**config.mk**
```make
export PLATFORM = sky130hd
export DESIGN_NAME = arb_bus_flat
export DESIGN_NICKNAME = d
export VERILOG_FILES = /design/src/rtl/bus_pkg.sv /design/src/rtl/arb_bus_if.sv /design/src/rtl/rr_arbiter.sv /design/src/rtl/arb_bus.sv /design/src/flat_wrapper.sv
export SDC_FILE = /design/constraint.sdc
export NUM_CORES = 1
export LEC_CHECK = 0
export ABC_CLOCK_PERIOD_IN_PS = 12400
export CAP_MARGIN = 20
export CELL_PAD_IN_SITES_DETAIL_PLACEMENT = 2
export CELL_PAD_IN_SITES_GLOBAL_PLACEMENT = 2
export CORE_ASPECT_RATIO = 1.1
export CORE_MARGIN = 1.5
export CORE_UTILIZATION = 40
export DETAILED_ROUTE_END_ITERATION = 8
export DONT_BUFFER_PORTS = 1
export PLACE_DENSITY_LB_ADDON = 0.1
export SYNTH_ARGS = -nofsm -noshare
export SYNTH_HDL_FRONTEND = slang
export SYNTH_SLANG_ARGS = --single-unit
```
**constraint.sdc**
```tcl
create_clock -name i_w_clk -period 12.4 [get_ports i_w_clk]
set_input_delay 1.86 -clock i_w_clk [delete_from_list [all_inputs] [get_ports i_w_clk]]
set_output_delay 1.86 -clock i_w_clk [all_outputs]
set_load 0.01 [all_outputs]
```
**src/rtl/bus_pkg.sv**
```systemverilog
// Shared definitions for the arbitrated datapath bus: FSM encodings, wait-counter
// sizing and the owner-index width helper.
package bus_pkg;

  localparam logic [0:0] BUS_IDLE = 1'b0;
  localparam logic [0:0] BUS_OWN  = 1'b1;

  localparam int                WAIT_W   = 16;
  localparam logic [WAIT_W-1:0] WAIT_SAT = {WAIT_W{1'b1}};

  // Owner index width, never narrower than one bit.
  function automatic int owner_width(input int n);
    return (n > 2) ? $clog2(n) : 1;
  endfunction

endpackage

```
**src/rtl/arb_bus_if.sv**
```systemverilog
// Bus-side signal bundle for arb_bus; the slave modport is the arbiter's view.
// The debug mirror o_w_disp_out exists only when BUS_DISP_OUT_EN is defined.
interface arb_bus_if
  import bus_pkg::*;
#(
  parameter int p_data_width = 16,
  parameter int p_sources    = 7
);

  localparam int OW = owner_width(p_sources);

  logic [p_sources-1:0]              i_w_req;
  logic [p_sources-1:0]              i_w_lock;
  logic [p_sources*p_data_width-1:0] i_w_data;
  logic [p_sources-1:0]              o_w_gnt;
  logic [OW-1:0]                     o_w_owner;
  logic [p_data_width-1:0]           o_w_bus;
  logic                              o_w_bus_valid;
  logic [WAIT_W-1:0]                 o_w_wait_cnt;
`ifdef BUS_DISP_OUT_EN
  logic [p_data_width-1:0]           o_w_disp_out;
`endif

  modport slave (
    input  i_w_req, i_w_lock, i_w_data,
    output o_w_gnt, o_w_owner, o_w_bus, o_w_bus_valid, o_w_wait_cnt
`ifdef BUS_DISP_OUT_EN
    , output o_w_disp_out
`endif
  );

  modport master (
    output i_w_req, i_w_lock, i_w_data,
    input  o_w_gnt, o_w_owner, o_w_bus, o_w_bus_valid, o_w_wait_cnt
`ifdef BUS_DISP_OUT_EN
    , input o_w_disp_out
`endif
  );

endinterface

```
**src/rtl/rr_arbiter.sv**
```systemverilog
// Combinational rotate-priority pick: the first requester scanning upward from
// last_i+1, modulo p_n, wins.
module rr_arbiter #(
  parameter int p_n  = 7,
  parameter int p_iw = 3
) (
  input  logic [p_n-1:0]  req_i,
  input  logic [p_iw-1:0] last_i,
  output logic [p_n-1:0]  gnt_o,
  output logic [p_iw-1:0] idx_o
);

  always_comb begin
    int   cand;
    logic found;
    // NOTE: every variable gets a default before the loop so no path infers a latch.
    gnt_o = '0;
    idx_o = '0;
    found = 1'b0;
    cand  = 0;
    for (int off = 1; off <= p_n; off++) begin
      cand = (int'(last_i) + off) % p_n;
      if (!found && req_i[cand]) begin
        found       = 1'b1;
        gnt_o[cand] = 1'b1;
        idx_o       = p_iw'(cand);
      end
    end
  end

endmodule

```
**src/rtl/arb_bus.sv**
```systemverilog
// Registered round-robin bus: one owner at a time, locked multi-beat bursts bounded
// by p_max_hold under contention, saturating wait counter. Macro: BUS_DISP_OUT_EN.
module arb_bus
  import bus_pkg::*;
#(
  parameter int p_data_width = 16,
  parameter int p_sources    = 7,
  parameter int p_max_hold   = 4
) (
  input logic      i_w_clk,
  input logic      i_w_reset,
  arb_bus_if.slave bus
);

  localparam int OW = owner_width(p_sources);
  localparam int HW = $clog2(p_max_hold + 1);

  logic [0:0]              state_q, state_d;
  logic [p_sources-1:0]    gnt_q, gnt_d;
  logic [OW-1:0]           owner_q, owner_d;
  logic [OW-1:0]           last_q, last_d;
  logic [p_data_width-1:0] bus_q, bus_d;
  logic                    valid_q, valid_d;
  logic [WAIT_W-1:0]       wait_q, wait_d;
  logic [HW-1:0]           hold_q, hold_d;

  logic [p_sources-1:0]    arb_gnt;
  logic [OW-1:0]           arb_idx;
  logic [p_sources-1:0]    others;
  logic [p_data_width-1:0] owner_data;
  logic                    owner_req;
  logic                    owner_lock;
  logic                    beat;
  logic                    hold_reached;

  // last_q equals the owner while in OWN, so a releasing owner ranks lowest.
  rr_arbiter #(
    .p_n  (p_sources),
    .p_iw (OW)
  ) u_arb (
    .req_i  (bus.i_w_req),
    .last_i (last_q),
    .gnt_o  (arb_gnt),
    .idx_o  (arb_idx)
  );

  assign others       = bus.i_w_req & ~gnt_q;
  assign owner_req    = bus.i_w_req[owner_q];
  assign owner_lock   = bus.i_w_lock[owner_q];
  assign owner_data   = bus.i_w_data[int'(owner_q)*p_data_width +: p_data_width];
  assign beat         = (state_q == BUS_OWN) && owner_req;
  assign hold_reached = (int'(hold_q) + 1) >= p_max_hold;

  always_comb begin
    logic release_bus;
    state_d     = state_q;
    gnt_d       = gnt_q;
    owner_d     = owner_q;
    last_d      = last_q;
    hold_d      = hold_q;
    bus_d       = beat ? owner_data : bus_q;
    valid_d     = beat;
    wait_d      = (|others && wait_q != WAIT_SAT) ? wait_q + 1'b1 : wait_q;
    release_bus = 1'b0;

    if (state_q == BUS_IDLE) begin
      if (|bus.i_w_req) begin
        state_d = BUS_OWN;
        gnt_d   = arb_gnt;
        owner_d = arb_idx;
        last_d  = arb_idx;
        hold_d  = '0;
      end
    end else begin
      if (!owner_req || !owner_lock || (hold_reached && |others)) begin
        release_bus = 1'b1;
      end else if (int'(hold_q) < p_max_hold) begin
        hold_d = hold_q + 1'b1;
      end
    end

    if (release_bus) begin
      hold_d = '0;
      if (|others) begin
        gnt_d   = arb_gnt;
        owner_d = arb_idx;
        last_d  = arb_idx;
      end else begin
        state_d = BUS_IDLE;
        gnt_d   = '0;
      end
    end
  end

  always_ff @(posedge i_w_clk) begin
    // NOTE: registers use <= so every update sees the pre-edge values of the others.
    if (i_w_reset) begin
      state_q <= BUS_IDLE;
      gnt_q   <= '0;
      owner_q <= '0;
      last_q  <= OW'(p_sources - 1);
      bus_q   <= '0;
      valid_q <= 1'b0;
      wait_q  <= '0;
      hold_q  <= '0;
    end else begin
      state_q <= state_d;
      gnt_q   <= gnt_d;
      owner_q <= owner_d;
      last_q  <= last_d;
      bus_q   <= bus_d;
      valid_q <= valid_d;
      wait_q  <= wait_d;
      hold_q  <= hold_d;
    end
  end

  assign bus.o_w_gnt       = gnt_q;
  assign bus.o_w_owner     = owner_q;
  assign bus.o_w_bus       = bus_q;
  assign bus.o_w_bus_valid = valid_q;
  assign bus.o_w_wait_cnt  = wait_q;
`ifdef BUS_DISP_OUT_EN
  assign bus.o_w_disp_out  = bus_q;
`endif

endmodule

```
**src/flat_wrapper.sv**
```systemverilog
// flat-port wrapper written by rule: the top's interface ports become plain ports
module arb_bus_flat import bus_pkg::*;
#(
  parameter int p_data_width = 16,
  parameter int p_sources    = 7,
  parameter int p_max_hold   = 4
)
  (i_w_clk, i_w_reset, bus_i_w_req, bus_i_w_lock, bus_i_w_data, bus_o_w_gnt, bus_o_w_owner, bus_o_w_bus, bus_o_w_bus_valid, bus_o_w_wait_cnt);
  arb_bus_if #(.p_data_width(p_data_width), .p_sources(p_sources)) bus_i ();
  input logic i_w_clk;
  input logic i_w_reset;
  input wire logic [$bits(bus_i.i_w_req)-1:0] bus_i_w_req;
  input wire logic [$bits(bus_i.i_w_lock)-1:0] bus_i_w_lock;
  input wire logic [$bits(bus_i.i_w_data)-1:0] bus_i_w_data;
  output wire logic [$bits(bus_i.o_w_gnt)-1:0] bus_o_w_gnt;
  output wire logic [$bits(bus_i.o_w_owner)-1:0] bus_o_w_owner;
  output wire logic [$bits(bus_i.o_w_bus)-1:0] bus_o_w_bus;
  output wire logic [$bits(bus_i.o_w_bus_valid)-1:0] bus_o_w_bus_valid;
  output wire logic [$bits(bus_i.o_w_wait_cnt)-1:0] bus_o_w_wait_cnt;
  assign bus_i.i_w_req = bus_i_w_req;
  assign bus_i.i_w_lock = bus_i_w_lock;
  assign bus_i.i_w_data = bus_i_w_data;
  assign bus_o_w_gnt = bus_i.o_w_gnt;
  assign bus_o_w_owner = bus_i.o_w_owner;
  assign bus_o_w_bus = bus_i.o_w_bus;
  assign bus_o_w_bus_valid = bus_i.o_w_bus_valid;
  assign bus_o_w_wait_cnt = bus_i.o_w_wait_cnt;
  arb_bus #(.p_data_width(p_data_width), .p_sources(p_sources), .p_max_hold(p_max_hold)) u_core (.i_w_clk(i_w_clk), .i_w_reset(i_w_reset), .bus(bus_i));
endmodule
```
# Yosys cells after proc, flatten, opt, wreduce, memory -nomap -nowiden
# Index checks and enable logic that the tools add are counted.
[totals]
word_cells = 169
out_inout_bits = 43
inputBits = 128
register_bits = 50
[classes]
n_mux = 81
addsub = 10
shifts = 1
order_cmp = 17
n_eq_ne = 4
n_bitwise = 8
n_reduce_logical = 33
div_mod_pow = 7
[ops]
columns = ["cell", "count"]
rows = [
  ["32-bit by 1-bit >= comparator with 1-bit output (second input constant)", 7],
  ["32-bit by 5-bit less-than comparator with 1-bit output (second input constant)", 7],
  ["32-bit by 4-bit remainder unit with 32-bit output (second input constant)", 7],
  ["112-bit by 8-bit variable part select with 16-bit output", 1],
  ["7-bit two-way mux", 11],
  ["3-bit two-way mux", 19],
  ["7-bit OR", 6],
  ["1-bit two-way mux", 35],
  ["32-bit by 4-bit >= comparator with 1-bit output (second input constant)", 1],
  ["1-bit binary-select mux with 3-bit select", 9],
  ["1-bit demux with 3-bit select", 7],
  ["16-bit by 1-bit adder with 16-bit output (second input constant)", 1],
  ["3-bit by 3-bit adder with 4-bit output (second input constant)", 4],
  ["1-bit logical AND", 16],
  ["16-bit != test (second input constant)", 1],
  ["7-bit OR reduction", 2],
  ["3-bit by 1-bit adder with 4-bit output (second input constant)", 2],
  ["3-bit by 2-bit adder with 4-bit output (second input constant)", 2],
  ["1-bit logical NOT", 8],
  ["7-bit AND", 1],
  ["7-bit inverter", 1],
  ["2-bit != test (second input constant)", 3],
  ["3-bit by 4-bit less-than comparator with 1-bit output (second input constant)", 1],
  ["2-bit nonzero test", 2],
  ["other kinds (6)", 7],
]

# Logic depth before layout (Yosys ltp)
# Gate-level depths: netlist (run 1).
[logic_depth]
word_depth = 28
ltp_mapped = 21
ltp_nobuf = 16

# By module
# A second synthesis (run 1) with hierarchy kept.
[unflattened]
cells_unflattened = 919
area_unflattened_um2 = 7010.5
[modules_own_cells]
columns = ["module", "seq_area_each_um2", "area_per_inst_um2", "n_inst", "cells_each"]
rows = [
  ["rr_arbiter", 0.0, 3709.8, 1, 535],
  ["arb_bus", 1001.0, 3300.7, 1, 384],
]

# Least setup slack after synthesis (run 1)
# No wires, ideal clock.
[synth_timing]
path_type = "register -> register"
from = "register u_core.last_q[0]"
to = "register u_core.last_q[1]"
n_path_buf = 5
slack_ps = 7584
setup_ps = 119
arrival_ps = 4697
stages_incl_launch_ff = 21
required_time_ps = 12281
synth_period_minus_slack_ps = 4816
cell_sequence = "dfxtp_1 -> buf_2 -> inv_1 -> buf_2 -> buf_2 -> ha_1 -> clkinv_1 -> buf_2 -> ha_1 -> ha_1 -> or4b_1 -> o21ai_2 -> o22a_1 -> nand2_1 -> o32ai_2 -> or2_1 -> buf_4 -> and3b_1 -> a2111oi_2 -> o211a_1 -> o21bai_1"
[synth_via]
elab_chain_len = 28
elab_cells_between_ends = 64
classes_between = "add/sub: 7; div: 7; mux: 38; reduce/logical: 12"
[synth_lines]
columns = ["item", "line_no", "rtl"]
rows = [
  ["from (decl)", "arb_bus.sv:21", "logic [OW-1:0] last_q, last_d;"],
  ["from (signal assigned)", "arb_bus.sv:101", "last_q <= OW'(p_sources - 1);"],
  ["from (signal assigned)", "arb_bus.sv:110", "last_q <= last_d;"],
  ["3-bit by 1-bit adder with 4-bit output", "rr_arbiter.sv:22", "cand = (int'(last_i) + off) % p_n;"],
  ["32-bit by 4-bit remainder unit with 32-bit output", "rr_arbiter.sv:22", ""],
  ["1-bit binary-select mux with 3-bit select", "rr_arbiter.sv:23", "if (!found && req_i[cand]) begin"],
  ["1-bit two-way mux (not written as such) (2 in series)", "rr_arbiter.sv:23", ""],
  ["1-bit two-way mux", "rr_arbiter.sv:23", ""],
  ["1-bit logical NOT", "rr_arbiter.sv:23", ""],
  ["1-bit logical AND", "rr_arbiter.sv:23", ""],
  ["1-bit two-way mux", "rr_arbiter.sv:23", ""],
  ["[11 not listed]", "n/a", ""],
  ["1-bit two-way mux", "rr_arbiter.sv:23", ""],
  ["1-bit logical NOT", "rr_arbiter.sv:23", ""],
  ["1-bit logical AND", "rr_arbiter.sv:23", ""],
  ["3-bit two-way mux (*)", "rr_arbiter.sv:23", ""],
  ["3-bit two-way mux", "arb_bus.sv:67", "if (|bus.i_w_req) begin"],
  ["3-bit two-way mux", "arb_bus.sv:66", "if (state_q == BUS_IDLE) begin"],
  ["3-bit two-way mux", "arb_bus.sv:84", "if (|others) begin"],
  ["3-bit two-way mux (*)", "arb_bus.sv:82", "if (release_bus) begin"],
]
# Every way passes the cells marked *; elsewhere a longest branch is shown, timed or not. The select of a mux whose other input is x is not followed.
# A chain may end at the register's enable or synchronous reset.

# Worst setup path after layout (run 1)
[layout_timing]
from = "register u_core.last_q[0]"
to = "register u_core.gnt_q[3], in the netlist u_core.bus.o_w_gnt[3]"
[layout_via]
elab_chain_len = 27
elab_cells_between_ends = 105
classes_between = "add/sub: 7; div: 7; order compare: 14; mux: 52; bitwise: 6; reduce/logical: 19"
[layout_lines]
columns = ["item", "line_no", "rtl"]
rows = [
  ["branches (longest 23 deep; another with 32-bit by 4-bit remainder unit with 32-bit output)", "n/a", ""],
  ["7-bit two-way mux (*)", "rr_arbiter.sv:23", ""],
  ["7-bit two-way mux", "arb_bus.sv:67", ""],
  ["7-bit two-way mux", "arb_bus.sv:66", ""],
  ["7-bit two-way mux (*)", "arb_bus.sv:82", ""],
  ["to (signal assigned)", "arb_bus.sv:108", "gnt_q <= gnt_d;"],
  ["to (decl)", "arb_bus.sv:19", "logic [p_sources-1:0] gnt_q, gnt_d;"],
]
# Mark *: on every way between the ends. The select of a mux whose other input is x is not followed.

==> results of run 1 <==
==> cell usage after synthesis (7+ instances only) <==
master	instances
or2_2	8
o211ai_1	29
dfxtp_1	50
inv_1	22
clkbuf_1	31
nand2_1	82
a21oi_1	57
mux2i_1	36
or3_1	15
a31oi_1	17
nor2b_1	10
and3_1	13
nand3_1	32
mux4_2	19
nor2_1	106
xnor2_1	17
nand2b_1	14
a311oi_1	9
ha_1	25
and2_1	7
buf_2	21
nor3_1	20
nand4_1	9
o21ai_0	48
nor3b_1	7
==> layout make-up <==
class	count	area, sq um	area share [%]
antenna	2	5.00	0.0686
clock buffer	5	125	1.71
clock inverter	3	21.3	0.291
inverter	28	108	1.47
multi-input combinational	769	5670	77.7
sequential	50	1000	13.8
tap	234	293	4.01
timing repair buffer	9	67.6	0.926
==> cells by family after synthesis <==
logic type | Yosys count | share of synthesized area [%]
adders and majority gates | 26 | 4.69
AOI/OAI and AO/OA | 294 | 32.6
muxes | 61 | 12.2
and+or+nand+nor | 359 | 25.9
DFF | 50 | 14.1
buffers and inverters | 93 | 5.86
xor gates and xnor gates | 29 | 4.69
==> cell usage in the layout (no fill, tap or decap), drive strengths merged, types with 10 or more instances in the layout <==
cell	instances
mux4	19
a31oi	18
nand2b	14
xnor2	22
o21ai	57
inv	26
nor3	21
nand2	84
dfxtp	50
o211ai	30
nand4	10
ha	25
nor2	108
nor2b	10
a21oi	58
a311oi	11
nand3	32
mux2i	38
and3	13
or3	15
==> how the worst min path moves through the flow <==
stage                                  startpoint                                  to  slack (ns)  cells after the start
3_5_place_dp        u_core.hold_q[0]$_SDFFE_PP0P_       u_core.hold_q[0]$_SDFFE_PP0P_        0.55                      2
4_1_cts        u_core.bus.o_w_bus[1]$_SDFFE_PP0P_  u_core.bus.o_w_bus[1]$_SDFFE_PP0P_        0.56                      2
3_3_place_gp        u_core.hold_q[1]$_SDFFE_PP0P_       u_core.hold_q[1]$_SDFFE_PP0P_        0.52                      2
5_1_grt        u_core.bus.o_w_bus[4]$_SDFFE_PP0P_  u_core.bus.o_w_bus[4]$_SDFFE_PP0P_        0.60                      2
6_report       u_core.bus.o_w_bus[1]$_SDFFE_PP0P_  u_core.bus.o_w_bus[1]$_SDFFE_PP0P_        0.56                      2
2_1_floorplan       u_core.hold_q[1]$_SDFFE_PP0P_       u_core.hold_q[1]$_SDFFE_PP0P_        0.50                      2
==> metal layers <==
metal  part of all wire, %  track usage, %
met5                     0               0
met4                   3.2            11.5
met3                   4.6            3.93
met2                    52            61.1
met1                    40            36.7
==> sequential cells by signal, summed over array words and instances, names as in the netlist <==
register and cells:
u_core.bus.o_w_bus 16, u_core.bus.o_w_wait_cnt 16, u_core.bus.o_w_gnt 7, u_core.bus.o_w_owner 3, u_core.hold_q 3, u_core.last_q 3
u_core.bus.o_w_bus_valid 1, u_core.state_q 1
==> through the flow <==
| step | utilization (%) | instance area, sq um |
|---|---|---|
| 6_report | 42.4 | 7300 |
| 5_1_grt | 42.4 | 7300 |
| 4_1_cts | 42.4 | 7290 |
| 3_5_place_dp | 41.5 | 7150 |
| 3_3_place_gp | 41.5 | 7150 |
| 2_1_floorplan | - | 7090 |
==> report_power, final <==
group	internal [uW]	switching [uW]
logic	879	1610
registers	196	90.5
clock network	74.8	62.0
total	1150	1760
==> worst min-delay path, stage by stage, from the launching register on <==
cell and delay (ns):
dfxtp_1 0.34, a21oi_1 0.13, nor2_1 0.05
==> out/metrics.yaml, run 1 <==
placed_design:
  dp_cells: 1090
  portBuffers: 0
  hpwlAfterDp_um: 24100
  gp_congestion: 0.958
  pre_cts_slack_ns: 6.65
floorplan:
  core-area_sq_um: 17200
  fp.dieH_um: 143
  die_area_sq_um: 18500
  ioPinCount: 171
  initial_core_util_pct: 41.2
  die_x_um: 130
  rows: 50
setup_path:
  worst_path_most_repeated_cell: "ha_1"
  crit_fanout: 66
  critPathSlowestCell: "buf_4"
  critPathCapture: "u_core.bus.o_w_gnt[3]$_SDFFE_PP0P_"
  cp.depth: 16
  endpoint_kind: "flop"
  cp.required_ns: 12.61
  path_class: "flop to flop"
  start_kind: "flop"
  r2r-end: "u_core.bus.o_w_gnt[3]$_SDFFE_PP0P_"
  slowest_delay_ns: 0.58
  path_cells: "buf_4 -> inv_1 -> ha_1 -> clkinv_1 -> ha_1 -> ha_1 -> or4b_1 -> o21ai_2 -> nand2_2 -> mux2i_1 -> o32ai_2 -> or2_1 -> nand2_1 -> nor3b_4 -> a311oi_1 -> a221oi_2"
  reg2reg_slack_ns: 6.56
  r2r_start: "u_core.last_q[0]$_SDFF_PP0_"
  worst-r2r-cell-count: 16
  crit_family: "simple AND/OR/NAND/NOR gates"
  startpoint: "u_core.last_q[0]$_SDFF_PP0_"
  cp_num_buf_inv: 3
  crit_arrival_ns: 6.05
global_route:
  grt_max_degree: 67
  grt_antenna_before_repair: 2
  grtUsageTotal_pct: 32.3
  grt_pass1_wl_um: 46000
  grt.overflow.total: 0
  grt_pass1_vias: 7906
synth:
  synth_seq_area_share_pct: 14.1
  synthDominantCellAreaShare_pct: 14.1
  yosysUniqueCellTypes: 121
  synth_fp_nets: 1066
  async_reset_ff_share_pct: 0
  ys_ff_latch: 50
  yosys_warnings: 0
  yosysTopAreaCell: "dfxtp_1"
  ys.flop_type: "dfxtp_1"
  netlist_top_cells_area: "dfxtp_1, mux4_2, nor2_1"
  synth_edf_count: 0
  netlist_area_sq_um: 7090
  avgSynthCellArea_sq_um: 7.77
  syn_inst: 912
route:
  drt_iter0_drc: 311
  wl_um: 30400
  wl_per_cell_um: 27.6
  dr_total_vias: 7404
  viasPerCell: 6.73
  drt_first_pass_iters: 5
  route.detailed.drc: 0
  drt.antenna.violating_nets: 0
clocking:
  post_cts_buffers: 0
  cts_resized: 0
  cts-htree-levels: 2
  cts_buffers: 5
  cts_buffer_depth: 2
  cts_tree: "yes"
  hold_buffers: 0
  clk_latency_ns: 0.29
  cts.sinks: 50
  cts_root_buffer: "clkbuf_16"
  path_clk_slew_ns: 0.07
sta:
  final-setup-viol-count: 0
  worst_slew_pin_slew_ns: 1.08
  tns_ns: 0
  hold_violations: 0
  max-slew-margin-rel_pct: 27.9
  min_period_ns: 5.84
  finalCritPeriodShare_pct: 47.1
  postLayoutSetupSlackWorst_ns: 6.56
  fmax_ghz: 0.171
  hold_ws_ns: 0.565
  final_max_slew_viol_count: 0
  skew_ns: 0.00322
  rsz0062_at_grt: "no"
pwr:
  power_density_nw_per_um2: 399
  ir_worst_vdd_uv: 191
  p_leak_uw: 0.00248
  power_uw: 2910
layout:
  syn_to_final_growth_pct: 2.93
  stdcell_count: 1100
  fin_nets: 1017
  layout-drive-gt1-share_pct: 13.9
  fillers: 2013
min_path:
  hp-class: "flop to flop"
job:
  cap_violations: 0
outcome:
  run_status: "finished clean"
No activity file was read; power rests on OpenSTA's default activity.
==> run 2: changes to the inputs <==
--- a/config.mk
+++ b/config.mk
@@ -5,13 +5,13 @@
 export SDC_FILE = /design/constraint.sdc
 export NUM_CORES = 1
 export LEC_CHECK = 0
-export ABC_CLOCK_PERIOD_IN_PS = 12400
+export ABC_CLOCK_PERIOD_IN_PS = 5200
 export CAP_MARGIN = 20
 export CELL_PAD_IN_SITES_DETAIL_PLACEMENT = 2
 export CELL_PAD_IN_SITES_GLOBAL_PLACEMENT = 2
 export CORE_ASPECT_RATIO = 1.1
 export CORE_MARGIN = 1.5
-export CORE_UTILIZATION = 40
+export CORE_UTILIZATION = 34
 export DETAILED_ROUTE_END_ITERATION = 8
 export DONT_BUFFER_PORTS = 1
 export PLACE_DENSITY_LB_ADDON = 0.1
==> constraint.sdc (replaced) <==
create_clock -name i_w_clk -period 5.2 [get_ports i_w_clk]
set_input_delay 0.78 -clock i_w_clk [delete_from_list [all_inputs] [get_ports i_w_clk]]
set_output_delay 0.78 -clock i_w_clk [all_outputs]
set_load 0.01 [all_outputs]
==> run 2 against run 1 <==
Compared with the run above: cell area increased by 2.4%; count of clock-buffer cells in the layout unchanged; wire length rose by 4.6%; sequential share of layout area fell by 0.32 points; critical path depth decreased by 1; final cell count increased by 3.4%; first-iteration DRC count decreased by 6.4%; via count shrank 1.2%; die area up 17%.
==> out/metrics.yaml, run 2 (synthesis results as in run 1) <==
clocking:
  clk_latency_ns: 0.30  # about the same
  cts_tree: "yes"
  path_clk_slew_ns: 0.08  # about the same
  cts-htree-levels: 2  # unchanged
  cts_root_buffer: "clkbuf_16"
  cts_buffer_depth: 2  # unchanged
  cts.sinks: 50  # unchanged
  cts_resized: 0  # unchanged
  hold_buffers: 0  # unchanged
  post_cts_buffers: 0  # unchanged
  cts_buffers: 5  # unchanged
layout:
  layout-drive-gt1-share_pct: 15.7  # +1.8 points
  fin_nets: 1034  # +1.7%
  layout_common_cells: "nor2_1, nand2_1, a21oi_1"
  diodes: 0  # -2
  fillers: 2388  # +19%
  multiInputGateArea_sq_um: 5680  # about the same
  seq_area_sq_um: 1000  # unchanged
  syn_to_final_growth_pct: 5.40
  layout_commonest_cell: "nor2_1"
  final_util_pct: 36.4  # -6.0 points
floorplan:
  ioPinCount: 171  # unchanged
  die_x_um: 141  # +8.3%
  fp.dieH_um: 154  # +8.3%
  initial_core_util_pct: 34.6  # -6.6 points
  die_area_sq_um: 21700  # +17%
  rows: 55  # +10%
  core-area_sq_um: 20500  # +19%
route:
  route.detailed.drc: 0  # unchanged
  drt.antenna.violating_nets: 0  # unchanged
  wl_um: 31800  # +4.6%
  drt_iter0_drc: 291  # -6.4%
  wl_per_cell_um: 28.0  # +1.2%
  viasPerCell: 6.43  # -4.4%
  drt_first_pass_iters: 7  # +2
  dr_total_vias: 7316  # -1.2%
setup_path:
  worst-r2r-cell-count: 15  # -1
  start_kind: "flop"
  crit_arrival_ns: 5.14  # -0.91 ns
  cp.required_ns: 5.43  # -7.18 ns
  endpoint_kind: "flop"
  crit_fanout: 17  # -74%
  path_class: "flop to flop"
global_route:
  grt.overflow.total: 0  # unchanged
  grt_max_degree: 53  # -21%
  grtUsageTotal_pct: 28.9  # -3.4 points
  grt_antenna_before_repair: 0  # -2
  grt_pass1_vias: 8063  # +2.0%
  grt_pass1_wl_um: 48400  # +5.2%
sta:
  postLayoutSetupSlackWorst_ns: 0.290  # -6.27 ns
  finalCritPeriodShare_pct: 94.4  # +47 points
  rsz0062_at_grt: "no"
  final_max_slew_viol_count: 0  # unchanged
  min_period_ns: 4.91  # -0.933 ns
  max-slew-margin-rel_pct: 52.9  # +25 points
  tns_ns: 0  # unchanged
  final-setup-viol-count: 0  # unchanged
  worst_slew_pin_slew_ns: 0.699  # -0.383 ns
  fmax_ghz: 0.204  # +19%
  skew_ns: 0.0113  # +0.00812 ns
  hold_violations: 0  # unchanged
placed_design:
  gp_congestion: 0.942  # -1.7%
  hpwlAfterDp_um: 25500  # +5.6%
  portBuffers: 0  # unchanged
  pre_cts_slack_ns: 0.222  # -6.42 ns
min_path:
  min_path_cells: 1  # -1
  hp-class: "primary input to flop"
job:
  cap_violations: 0  # unchanged
outcome:
  run_status: "finished clean"
==> run 2: path summary, 6_finish.rpt <==
kind | from | to | slack, ns
hold / removal | i_w_reset | u_core.bus.o_w_wait_cnt[9]$_SDFFE_PP0P_ | 0.54
hold reg to reg | u_core.hold_q[1]$_SDFFE_PP0P_ | u_core.hold_q[1]$_SDFFE_PP0P_ | 0.56
setup / recovery | u_core.last_q[2]$_SDFF_PP1_ | u_core.bus.o_w_gnt[1]$_SDFFE_PP0P_ | 0.29
setup reg to reg | u_core.last_q[2]$_SDFF_PP1_ | u_core.bus.o_w_gnt[1]$_SDFFE_PP0P_ | 0.29
==> run 2: worst max-delay path, cell delays in order, from the launching register on <==
cell       delay, ns
dfxtp_1         0.52
buf_4           0.31
xnor2_4         0.21
inv_4           0.17
ha_1            0.29
ha_2            0.31
and4b_1         0.35
a31oi_1         0.25
a21o_1          0.25
a311oi_2        0.50
a2bb2oi_2       0.19
a22oi_4         0.35
nand3_1         0.32
nor4_1          0.44
a41oi_1         0.14
a31oi_1         0.22
==> run 2: cell type report <==
class / count / area share [%]
flip-flops and latches: 50 / 13.4
well taps: 256 / 4.29
multi-input cells: 769 / 76.0
clock buffers: 5 / 1.67
repair buffers: 26 / 2.61
clock inverters: 3 / 0.586
inverters: 28 / 1.44
==> run 2: layer usage <==
layer  track usage (%)  up-vias  share of wire (%)
li1                  -     3386                  -
met1              32.9     3672                 40
met2              53.8      191                 51
met3              4.40       67                4.7
met4              11.7        0                4.3
met5                 0        -                  0
==> run 2: through the flow <==
stage / cell area [sq um] / std cells / hold slack [ns]
floorplan: 7090 / 912 / 0.505
detailed placement: 7300 / 1129 / 0.553
CTS: 7470 / 1137 / 0.537
finish: 7470 / 1137 / 0.537
global route: 7470 / 1137 / 0.531
global placement: 7300 / 1129 / 0.525
Power of run 2 is not shown: default switching activity piles up to over one toggle a cycle in this logic, so the estimate is an artifact.
